**src/rtl/round_pkg.sv**
```systemverilog
// round_pkg: codes shared between the duel referee (round_judge) and the game controller.
//   - controller STATE_IN codes
//   - JUDG / WRONG / HP_OUT output codes
//   - referee FSM state type and the answer-check helper
//   - default clock frequency
package round_pkg;

    localparam int unsigned DefClkHz = 50_000_000;

    // Controller state codes
    localparam logic [3:0] CtlReady    = 4'b0010;
    localparam logic [3:0] CtlQuestion = 4'b0011;
    localparam logic [3:0] CtlInput    = 4'b0100;
    localparam logic [3:0] CtlDraw     = 4'b0110;
    localparam logic [3:0] CtlWrong    = 4'b0111;
    localparam logic [3:0] CtlGood     = 4'b1000;
    localparam logic [3:0] CtlOuch     = 4'b1001;
    localparam logic [3:0] CtlWin      = 4'b1010;
    localparam logic [3:0] CtlLose     = 4'b1011;

    // Verdict codes
    localparam logic [1:0] JudgNone  = 2'b00;
    localparam logic [1:0] JudgP1    = 2'b01;
    localparam logic [1:0] JudgP2    = 2'b10;
    localparam logic [1:0] JudgDraw  = 2'b11;
    localparam logic [1:0] WrongNone = 2'b00;
    localparam logic [1:0] WrongBad  = 2'b11;
    localparam logic [1:0] HpAlive   = 2'b00;
    localparam logic [1:0] HpP2Zero  = 2'b01;
    localparam logic [1:0] HpP1Zero  = 2'b10;

    typedef enum logic [1:0] {StIdle, StArmed, StCheck, StHold} judge_state_e;

    // Trivial factorizations (factor 0 or 1) never count as an answer.
    function automatic logic answer_ok(input logic sub, input logic [7:0] a, input logic [7:0] b,
                                       input logic [15:0] prod, input logic [15:0] q);
        return sub && (a > 8'd1) && (b > 8'd1) && (prod == q);
    endfunction

endpackage

```
**src/rtl/round_judge_if.sv**
```systemverilog
// round_judge_if: bundle between the game controller / players and the referee.
//   inputs to referee : state_in[3:0], q_val[15:0], p1_sub, p2_sub, p1_a/p1_b/p2_a/p2_b[7:0]
//   outputs of referee: judg_out[1:0], wrong_out[1:0], hp_out[1:0], hp1/hp2[2:0],
//                       time_left[4:0], busy
// Modports: master = controller/player side, slave = referee.
interface round_judge_if;

    logic [3:0]  state_in;
    logic [15:0] q_val;
    logic        p1_sub;
    logic        p2_sub;
    logic [7:0]  p1_a;
    logic [7:0]  p1_b;
    logic [7:0]  p2_a;
    logic [7:0]  p2_b;
    logic [1:0]  judg_out;
    logic [1:0]  wrong_out;
    logic [1:0]  hp_out;
    logic [2:0]  hp1;
    logic [2:0]  hp2;
    logic [4:0]  time_left;
    logic        busy;

    modport master (
        output state_in, q_val, p1_sub, p2_sub, p1_a, p1_b, p2_a, p2_b,
        input  judg_out, wrong_out, hp_out, hp1, hp2, time_left, busy
    );

    modport slave (
        input  state_in, q_val, p1_sub, p2_sub, p1_a, p1_b, p2_a, p2_b,
        output judg_out, wrong_out, hp_out, hp1, hp2, time_left, busy
    );

endinterface

```
**src/rtl/sec_tick.sv**
```systemverilog
// sec_tick: one-second strobe generator.
//   clk  - clock
//   rst  - synchronous active-high reset
//   en   - count enable; the counter holds its value while low
//   clr  - synchronous clear of the counter (wins over en)
//   tick - one-cycle strobe on the enabled cycle that ends each CLK_HZ-cycle period
module sec_tick #(
    parameter int unsigned CLK_HZ = 50_000_000
) (
    input  logic clk,
    input  logic rst,
    input  logic en,
    input  logic clr,
    output logic tick
);

    localparam int unsigned CntW = (CLK_HZ > 1) ? $clog2(CLK_HZ) : 1;
    localparam logic [CntW-1:0] CntMax = CntW'(CLK_HZ - 1);

    logic [CntW-1:0] cnt_q;

    assign tick = en && (cnt_q == CntMax);

    always_ff @(posedge clk) begin
        if (rst || clr) begin
            cnt_q <= '0;
        end else if (en) begin
            cnt_q <= tick ? '0 : cnt_q + CntW'(1);
        end
    end

endmodule

```
**src/rtl/round_judge.sv**
```systemverilog
// round_judge: referee for the factorization duel. Judges the first valid factor pair, keeps
// both HP counters and runs the per-round answer timer.
//   clk, rst - clock, synchronous active-high reset
//   bus      - round_judge_if.slave (controller state, question, submissions, verdict outputs)
// Optional feature macro: ROUND_JUDGE_LOCKOUT_EN (a player who caused WRONG is locked out for
// the rest of the round; both locked gives a draw).
module round_judge
    import round_pkg::*;
#(
    parameter int unsigned CLK_HZ     = DefClkHz,
    parameter int unsigned TIME_LIMIT = 20,
    parameter int unsigned HP_INIT    = 3
) (
    input logic          clk,
    input logic          rst,
    round_judge_if.slave bus
);

    localparam logic [4:0] TimeInit = 5'(TIME_LIMIT);
    localparam logic [2:0] HpInit   = 3'(HP_INIT);

    judge_state_e state_q, state_d;
    logic         phase_q, phase_d;  // 0: product cycle, 1: verdict cycle
    logic         sub1_q, sub1_d, sub2_q, sub2_d;
    logic [7:0]   a1_q, a1_d, b1_q, b1_d, a2_q, a2_d, b2_q, b2_d;
    logic [15:0]  prod1_q, prod1_d, prod2_q, prod2_d;
    logic [1:0]   judg_q, judg_d, wrong_q, wrong_d, hp_out_q, hp_out_d;
    logic [2:0]   hp1_q, hp1_d, hp2_q, hp2_d;
    logic [4:0]   time_q, time_d;
    logic [3:0]   ctl_prev_q;

    logic       in_input, reload_timer, reload_hp, tick_en, sec;
    logic       ok1, ok2, lock1, lock2, go1, go2;
    logic [2:0] hp1_dec, hp2_dec;

    assign in_input     = (bus.state_in == CtlInput);
    assign reload_timer = (ctl_prev_q == CtlQuestion) && in_input;
    assign reload_hp    = ((ctl_prev_q == CtlWin) || (ctl_prev_q == CtlLose)) &&
                          (bus.state_in == CtlReady);
    assign tick_en      = (state_q == StArmed) && in_input;

    sec_tick #(
        .CLK_HZ(CLK_HZ)
    ) u_sec_tick (
        .clk (clk),
        .rst (rst),
        .en  (tick_en),
        .clr (reload_timer),
        .tick(sec)
    );

    assign ok1     = answer_ok(sub1_q, a1_q, b1_q, prod1_q, bus.q_val);
    assign ok2     = answer_ok(sub2_q, a2_q, b2_q, prod2_q, bus.q_val);
    assign hp1_dec = (hp1_q != 3'd0) ? hp1_q - 3'd1 : 3'd0;
    assign hp2_dec = (hp2_q != 3'd0) ? hp2_q - 3'd1 : 3'd0;
    assign go1     = bus.p1_sub && !lock1;
    assign go2     = bus.p2_sub && !lock2;

`ifdef ROUND_JUDGE_LOCKOUT_EN
    logic wrong_set;
    assign wrong_set = (state_q == StCheck) && phase_q && !ok1 && !ok2;

    always_ff @(posedge clk) begin
        if (rst || reload_timer) begin
            lock1 <= 1'b0;
            lock2 <= 1'b0;
        end else if (wrong_set) begin
            lock1 <= lock1 | sub1_q;
            lock2 <= lock2 | sub2_q;
        end
    end
`else
    assign lock1 = 1'b0;
    assign lock2 = 1'b0;
`endif

    always_comb begin
        state_d  = state_q;
        phase_d  = phase_q;
        sub1_d   = sub1_q;
        sub2_d   = sub2_q;
        a1_d     = a1_q;
        b1_d     = b1_q;
        a2_d     = a2_q;
        b2_d     = b2_q;
        prod1_d  = prod1_q;
        prod2_d  = prod2_q;
        judg_d   = judg_q;
        wrong_d  = wrong_q;
        hp_out_d = hp_out_q;
        hp1_d    = hp1_q;
        hp2_d    = hp2_q;
        time_d   = time_q;

        // sec only fires in ARMED with the controller in INPUT
        if (sec && (time_q != 5'd0)) begin
            time_d = time_q - 5'd1;
        end

        case (state_q)
            StIdle: begin
                if (in_input) begin
                    state_d = StArmed;
                end
            end
            StArmed: begin
                if (lock1 && lock2) begin
                    judg_d  = JudgDraw;
                    state_d = StHold;
                end else if (go1 || go2) begin
                    // A submit beats a same-cycle timeout.
                    sub1_d  = go1;
                    sub2_d  = go2;
                    a1_d    = bus.p1_a;
                    b1_d    = bus.p1_b;
                    a2_d    = bus.p2_a;
                    b2_d    = bus.p2_b;
                    phase_d = 1'b0;
                    state_d = StCheck;
                end else if (sec && (time_q == 5'd0)) begin
                    judg_d  = JudgDraw;
                    state_d = StHold;
                end
            end
            StCheck: begin
                if (!phase_q) begin
                    prod1_d = 16'(a1_q) * 16'(b1_q);
                    prod2_d = 16'(a2_q) * 16'(b2_q);
                    phase_d = 1'b1;
                end else begin
                    state_d = StHold;
                    if (ok1 && ok2) begin
                        judg_d = JudgDraw;
                    end else if (ok1) begin
                        judg_d = JudgP1;
                        hp2_d  = hp2_dec;
                        if ((hp2_dec == 3'd0) && (hp_out_q == HpAlive)) begin
                            hp_out_d = HpP2Zero;
                        end
                    end else if (ok2) begin
                        judg_d = JudgP2;
                        hp1_d  = hp1_dec;
                        if ((hp1_dec == 3'd0) && (hp_out_q == HpAlive)) begin
                            hp_out_d = HpP1Zero;
                        end
                    end else begin
                        wrong_d = WrongBad;
                    end
                end
            end
            StHold: begin
                // Leaving INPUT means the controller consumed the verdict. Both JUDG and WRONG
                // go back to IDLE; IDLE re-arms on INPUT without touching the timer, so a WRONG
                // round resumes where it paused.
                if (!in_input) begin
                    judg_d  = JudgNone;
                    wrong_d = WrongNone;
                    state_d = StIdle;
                end
            end
            default: state_d = StIdle;
        endcase

        if (reload_timer) begin
            time_d = TimeInit;
        end
        if (reload_hp) begin
            hp1_d    = HpInit;
            hp2_d    = HpInit;
            hp_out_d = HpAlive;
        end
    end

    always_ff @(posedge clk) begin
        if (rst) begin
            state_q    <= StIdle;
            phase_q    <= 1'b0;
            sub1_q     <= 1'b0;
            sub2_q     <= 1'b0;
            a1_q       <= '0;
            b1_q       <= '0;
            a2_q       <= '0;
            b2_q       <= '0;
            prod1_q    <= '0;
            prod2_q    <= '0;
            judg_q     <= JudgNone;
            wrong_q    <= WrongNone;
            hp_out_q   <= HpAlive;
            hp1_q      <= HpInit;
            hp2_q      <= HpInit;
            time_q     <= TimeInit;
            ctl_prev_q <= '0;
        end else begin
            state_q    <= state_d;
            phase_q    <= phase_d;
            sub1_q     <= sub1_d;
            sub2_q     <= sub2_d;
            a1_q       <= a1_d;
            b1_q       <= b1_d;
            a2_q       <= a2_d;
            b2_q       <= b2_d;
            prod1_q    <= prod1_d;
            prod2_q    <= prod2_d;
            judg_q     <= judg_d;
            wrong_q    <= wrong_d;
            hp_out_q   <= hp_out_d;
            hp1_q      <= hp1_d;
            hp2_q      <= hp2_d;
            time_q     <= time_d;
            ctl_prev_q <= bus.state_in;
        end
    end

    assign bus.judg_out  = judg_q;
    assign bus.wrong_out = wrong_q;
    assign bus.hp_out    = hp_out_q;
    assign bus.hp1       = hp1_q;
    assign bus.hp2       = hp2_q;
    assign bus.time_left = time_q;
    assign bus.busy      = (state_q == StCheck) || (state_q == StHold);

endmodule
```
**src/flat_wrapper.sv**
```systemverilog
// flat-port wrapper written by rule: the top's interface ports become plain ports
module round_judge_flat import round_pkg::*;
#(
    parameter int unsigned CLK_HZ     = DefClkHz,
    parameter int unsigned TIME_LIMIT = 20,
    parameter int unsigned HP_INIT    = 3
)
  (clk, rst, bus_state_in, bus_q_val, bus_p1_sub, bus_p2_sub, bus_p1_a, bus_p1_b, bus_p2_a, bus_p2_b, bus_judg_out, bus_wrong_out, bus_hp_out, bus_hp1, bus_hp2, bus_time_left, bus_busy);
  round_judge_if bus_i ();
  input logic clk;
  input logic rst;
  input wire logic [$bits(bus_i.state_in)-1:0] bus_state_in;
  input wire logic [$bits(bus_i.q_val)-1:0] bus_q_val;
  input wire logic [$bits(bus_i.p1_sub)-1:0] bus_p1_sub;
  input wire logic [$bits(bus_i.p2_sub)-1:0] bus_p2_sub;
  input wire logic [$bits(bus_i.p1_a)-1:0] bus_p1_a;
  input wire logic [$bits(bus_i.p1_b)-1:0] bus_p1_b;
  input wire logic [$bits(bus_i.p2_a)-1:0] bus_p2_a;
  input wire logic [$bits(bus_i.p2_b)-1:0] bus_p2_b;
  output wire logic [$bits(bus_i.judg_out)-1:0] bus_judg_out;
  output wire logic [$bits(bus_i.wrong_out)-1:0] bus_wrong_out;
  output wire logic [$bits(bus_i.hp_out)-1:0] bus_hp_out;
  output wire logic [$bits(bus_i.hp1)-1:0] bus_hp1;
  output wire logic [$bits(bus_i.hp2)-1:0] bus_hp2;
  output wire logic [$bits(bus_i.time_left)-1:0] bus_time_left;
  output wire logic [$bits(bus_i.busy)-1:0] bus_busy;
  assign bus_i.state_in = bus_state_in;
  assign bus_i.q_val = bus_q_val;
  assign bus_i.p1_sub = bus_p1_sub;
  assign bus_i.p2_sub = bus_p2_sub;
  assign bus_i.p1_a = bus_p1_a;
  assign bus_i.p1_b = bus_p1_b;
  assign bus_i.p2_a = bus_p2_a;
  assign bus_i.p2_b = bus_p2_b;
  assign bus_judg_out = bus_i.judg_out;
  assign bus_wrong_out = bus_i.wrong_out;
  assign bus_hp_out = bus_i.hp_out;
  assign bus_hp1 = bus_i.hp1;
  assign bus_hp2 = bus_i.hp2;
  assign bus_time_left = bus_i.time_left;
  assign bus_busy = bus_i.busy;
  round_judge #(.CLK_HZ(CLK_HZ), .TIME_LIMIT(TIME_LIMIT), .HP_INIT(HP_INIT)) u_core (.clk(clk), .rst(rst), .bus(bus_i));
endmodule
```
**config.mk**
```make
export PLATFORM = sky130hd
export DESIGN_NAME = round_judge_flat
export DESIGN_NICKNAME = d
export VERILOG_FILES = /design/src/rtl/round_pkg.sv /design/src/rtl/round_judge_if.sv /design/src/rtl/sec_tick.sv /design/src/rtl/round_judge.sv /design/src/flat_wrapper.sv
export SDC_FILE = /design/constraint.sdc
export NUM_CORES = 1
export LEC_CHECK = 0
export ABC_AREA = 1
export BUFFER_PORTS_ARGS = -buffer_cell sky130_fd_sc_hd__clkbuf_2
export CAP_MARGIN = 20
export CORE_MARGIN = 5
export CORE_UTILIZATION = 56
export CTS_BUF_LIST = sky130_fd_sc_hd__clkbuf_2 sky130_fd_sc_hd__clkbuf_4 sky130_fd_sc_hd__clkbuf_8
export DETAILED_ROUTE_END_ITERATION = 10
export HOLD_SLACK_MARGIN = 0.03
export PLACE_DENSITY = 0.75
export SLEW_MARGIN = 15
export SYNTH_ARGS = -nofsm -noshare
export SYNTH_HDL_FRONTEND = slang
export SYNTH_SLANG_ARGS = --single-unit
```
**constraint.sdc**
```tcl
create_clock -name clk -period 8 [get_ports clk]
set_input_delay 1.6 -clock clk [delete_from_list [all_inputs] [get_ports clk]]
set_output_delay 1.6 -clock clk [all_outputs]
set_load 0.01 [all_outputs]
```
# Word level (Yosys, flattened, before mapping)
# Index checks and enable logic that the tools add are counted.
[totals]
reg_bits = 116
inputBits = 56
out_inout_bits = 18
wordCells = 123
[op_classes]
addsub = 4
mul = 2
n_lt_le_gt_ge = 4
eq_ne = 23
n_mux = 26
bitwise = 3
reduce_logical = 43
[op_table]
columns = ["cell", "count"]
rows = [
  ["2-bit 2-to-1 mux", 18],
  ["16-bit equality test", 2],
  ["8-bit by 1-bit > comparator with 1-bit output, second input constant", 4],
  ["8-bit by 8-bit multiplier with 16-bit output", 2],
  ["26-bit by 1-bit adder with 26-bit output, second input constant", 1],
  ["26-bit equality test, second input constant", 1],
  ["26-bit 2-to-1 mux", 1],
  ["6-bit AND reduction", 3],
  ["2-bit != test, second input constant", 8],
  ["1-bit logical AND", 15],
  ["3-bit nonzero test", 3],
  ["4-bit by 2-bit equality test with 1-bit output, second input constant", 2],
  ["4-bit equality test, second input constant", 2],
  ["2-bit case mux with 4 select lines", 1],
  ["4-bit AND reduction", 2],
  ["2-bit nonzero test", 4],
  ["3-bit zero test", 2],
  ["3-bit 2-to-1 mux", 2],
  ["2-bit case mux with 3 select lines", 1],
  ["2-bit AND reduction", 3],
  ["3-bit by 1-bit subtractor with 3-bit output, second input constant", 2],
  ["5-bit zero test", 1],
  ["5-bit AND reduction", 1],
  ["5-bit nonzero test", 1],
  ["other kinds (14)", 23],
]

# Longest topological paths before layout
[logic_depth]
word_depth = 9
ltp_mapped = 21

# Hierarchy
# Synthesis repeated with hierarchy kept, for this count alone.
[hier_totals]
cells_unflattened = 1528
hier_area_um2 = 10400.0
[modules_own_cells]
columns = ["mod", "instances", "cells_per_inst", "area_each_um2"]
rows = [
  ["round_judge", 1, 1286, 8829.7],
  ["sec_tick", 1, 242, 1570.3],
]

# Least setup slack after synthesis
# No wires, ideal clock.
[synth_timing]
path_kind = "register -> register"
from = "reg u_core.a2_q[0]"
to = "reg u_core.prod2_q[11]"
setup_ns = 0.115
t_arrival_ns = 3.991
t_required_ns = 7.885
slack_ns = 3.894
stages_incl_launch_ff = 18
period_less_slack_ns = 4.106
path_cell_list = "dfxtp_1 > clkbuf_1 > nand2_1 > fa_1 > fa_1 > inv_1 > fa_1 > inv_1 > fa_1 > inv_1 > ha_1 > nand2_1 > o21ai_0 > nor2_1 > o21ai_0 > xor2_1 > o21ai_0 > inv_1"
[synth_via]
elab_chain_len = 1
[synth_lines]
columns = ["element", "line_no", "rtl"]
rows = [
  ["from (decl)", "round_judge.sv:25", "logic [7:0] a1_q, a1_d, b1_q, b1_d, a2_q, a2_d, b2_q, b2_d;"],
  ["from (signal assigned)", "round_judge.sv:182", "a2_q <= '0;"],
  ["from (signal assigned)", "round_judge.sv:200", "a2_q <= a2_d;"],
  ["8-bit by 8-bit multiplier with 16-bit output", "round_judge.sv:128", "prod2_d = 16'(a2_q) * 16'(b2_q);"],
  ["to (signal assigned)", "round_judge.sv:203", "prod2_q <= prod2_d;"],
  ["to (decl)", "round_judge.sv:26", "logic [15:0] prod1_q, prod1_d, prod2_q, prod2_d;"],
]
# No other way between the ends.
# A chain may end at the register's enable or synchronous reset.

# Worst setup path after layout
[layout_timing]
from = "reg u_core.b2_q[4]"
to = "reg u_core.prod2_q[11]"
[layout_via]
elab_chain_len = 1
[layout_lines]
columns = ["element", "line_no", "rtl"]
rows = [
  ["from (decl)", "round_judge.sv:25", ""],
  ["from (signal assigned)", "round_judge.sv:183", "b2_q <= '0;"],
  ["from (signal assigned)", "round_judge.sv:201", "b2_q <= b2_d;"],
  ["8-bit by 8-bit multiplier with 16-bit output", "round_judge.sv:128", ""],
]
# No other way between the ends.

==> metrics.txt <==
status finished, final reports clean; Crit path largest cell delay 0.57 ns; class of the worst hold path flop to flop; post-DR vias/cell 5.209; RSZ-0062 raised after global routing false; post-route ant nets 0; post-synth cell types 44; Achievable Freq 227.5 MHz; clk buf depth 2; initial antenna violation count 1; routed via count 9,866; leakage power 0.006516 uW; largest net degree at the start of global routing 48; Die H 147.4 microns; Critical Path End Type flop; Syn Inst Count 1,604; Post-synth ARST share 0%; clk_lat worst skew 0.46 ns; Design Area, Final 11,390 sq um; Setup TNS 0 ns; CTS H-Tree Depth 4; clk sinks 115; vias in the first global route 9,442; CTS tree yes; final-report setup violation count 0; WHS Path Cells 1; YS warnings 0; Net Count, Synth 1,814; Post-CTS Hold Fix Bufs 0; slowest CP cell dfxtp_1; max_cap viols 0; Initial DRT Pass Iterations 5; reg2reg end u_core.prod2_q[11]; Post-DP Area 11,000 sq um; most common flop cell mapped by yosys dfxtp_1; DR DRC count 0; share of cells above drive strength 1 7.836%; sequential-to-total area share from yosys stat 21.78%; synthesized area 10,570 sq um; Area Overhead vs Synth 7.728%; Final Hold Fails 0; post-synthesis sequential element count 115; hold_sp u_core.u_sec_tick.cnt_q[22]; R2R Setup Slk 3.60 ns; Total Nets Final 1,856; die width 147.4 microns; Setup Crit Path Kind flop to flop; PwrDens 196.2 nW/um^2; CTS clk-pin slew, worst paths 0.08 ns; 1st-iter DRT viols 787; DIE AREA 21,730 sq um; Tcrit/Tclk final 54.95%; VDD IR max 0.0001120 V; root buf cell clkbuf_8; CP Launch Point u_core.b2_q[4]; pin slew with the least headroom to its limit 0.7011 ns; worst r2r src u_core.b2_q[4]; cts bufs inserted 17; Initial Utilization 56.71%; Max Clock Skew 0.01490 ns; DR WL/cell 13.90 microns; RD Place Congestion 0.9340; Avg Cell Area, Syn 6.591 sq um; DRT Wirelength 26.32 mm; Global Route Usage Sum 25.03%; Critical Path Start Type flop; # IOs 74; hpwl dp 21.09 mm; port buffer count 73; Core Area 18,640 sq um; hold path endpoint u_core.u_sec_tick.cnt_q[22]; Rel. slew slack 53.19%; fin crit period 4.396 ns; Worst Reg2Reg Path Length in Cells 16; crit path cell chain nand2_1 > fa_1 > fa_1 > inv_1 > fa_1 > inv_1 > fa_1 > inv_1 > ha_1 > nand2_1 > o21ai_0 > nor2_1 > o21ai_0 > xor2_1 > o21ai_0 > inv_1; CP Data Required Time 8.34 ns; worst-path maximum fanout 10; Max Slew Vio Count 0; Worst EP arrival 4.74 ns; # rows 50; first-pass GRT wire length 44.31 mm; CTS resizes 0; global route overflow 0; Post-CTS Setup Bufs 0; EDFF count, synth 0
## power by group
group	leakage (uW)	internal, uW	switching (uW)	total [uW]
clock network	0.000186	265	275	540
registers	0.000934	676	184	860
logic	0.00540	290	544	834
## synthesized netlist by cell type (3+ instances only)
cell type | count | area share, %
nor2_4 | 5 | 0.53
o21bai_1 | 4 | 0.28
dfxtp_1 | 115 | 22
a31oi_1 | 3 | 0.18
buf_2 | 26 | 1.2
o21ai_2 | 3 | 0.25
o21ai_0 | 80 | 3.8
nand2_1 | 397 | 14
xnor2_1 | 10 | 0.83
buf_4 | 5 | 0.36
nand4_1 | 20 | 1.2
o21a_1 | 4 | 0.28
xor2_1 | 18 | 1.5
nor3_1 | 22 | 1.0
inv_1 | 342 | 12
fa_1 | 72 | 14
nand3_1 | 57 | 2.7
ha_1 | 82 | 9.7
clkbuf_1 | 20 | 0.71
a21oi_1 | 82 | 3.9
nor2_1 | 202 | 7.2
o211ai_1 | 6 | 0.43
## worst max path at each step
stage / endpoint / slack [ns] / cells after the start
2_1_floorplan: u_core.prod2_q[11] / 3.89 / 17
3_3_place_gp: u_core.prod1_q[11] / 3.78 / 16
3_5_place_dp: u_core.prod2_q[11] / 3.66 / 16
4_1_cts: u_core.prod2_q[11] / 3.65 / 16
5_1_grt: u_core.prod1_q[11] / 3.39 / 16
6_report: u_core.prod2_q[11] / 3.60 / 16
## cell families (layout without fill, tap and decap cells)
family	Yosys count	in the layout	synth area share [%]
other	0	1	0
DFF	115	115	21.78
buffers and inverters	399	454	14.66
AOI/OAI and AO/OA	188	188	9.527
xor gates and xnor gates	28	28	2.319
adders and majority gates	154	154	23.34
and+or+nand+nor	720	720	28.38
## critical path, delay by kind of cell, from the launching register on
kind	cells	cell delay, ns
fa+ha+maj	5	2.42
xor+xnor	1	0.10
flops	1	0.57
compound gates	3	0.63
buf+inv	4	0.20
simple gates	3	0.35
## layer usage
layer | global-route usage [%] | vias to the layer above | share of wire [%]
li1 | - | 4952 | -
met1 | 32.05 | 4597 | 43
met2 | 42.67 | 265 | 48
met4 | 7.968 | 0 | 2.8
met3 | 5.089 | 52 | 6.2
met5 | 0 | - | 0
## area by class of cell
cell class	count	area [sq um]
Inverter	346	1300
Sequential cell	115	2302
Clock buffer	19	261.5
Antenna cell	1	2.502
Timing Repair Buffer	76	387.9
Tap cell	234	292.8
Multi-Input combinational cell	1090	6720
Clock inverter	13	122.6
Fill cell	1766	7253
## placed cells by master, fill, tap and decap left out, drive strengths merged, types with 4 or more instances in the layout
master,count
xor2,18
o211ai,6
xnor2,10
dfxtp,115
o21bai,4
clkbuf,92
nand4,22
fa,72
nand3,59
o21ai,84
nand2,399
clkinv,5
nor2,209
inv,349
nor3,23
a21oi,82
ha,82
clkinvlp,4
o21a,4
## flip-flops by register name, summed over array words and instances, names as in the netlist, 4 cells and up
signal,cells
u_core.b1_q,8
u_core.a2_q,8
u_core.b2_q,8
u_core.prod1_q,16
u_core.a1_q,8
u_core.prod2_q,16
u_core.ctl_prev_q,4
u_core.bus.time_left,5
u_core.u_sec_tick.cnt_q,26
## stage by stage
| stage | hold WS, ns | total power [uW] | instances | utilization (%) | setup slack (ns) |
|---|---|---|---|---|---|
| floorplan | 0.4221 | 1462 | 1604 | - | 3.894 |
| global placement | 0.4367 | 1681 | 1861 | 59.02 | 3.778 |
| detailed placement | 0.4400 | 1701 | 1861 | 59.02 | 3.657 |
| CTS | 0.4501 | 2245 | 1893 | 61.08 | 3.647 |
| global route | 0.4678 | 2419 | 1894 | 61.09 | 3.391 |
| finish | 0.4451 | 2234 | 1894 | 61.09 | 3.604 |
Note: power is estimated with default switching activity, not from simulation.
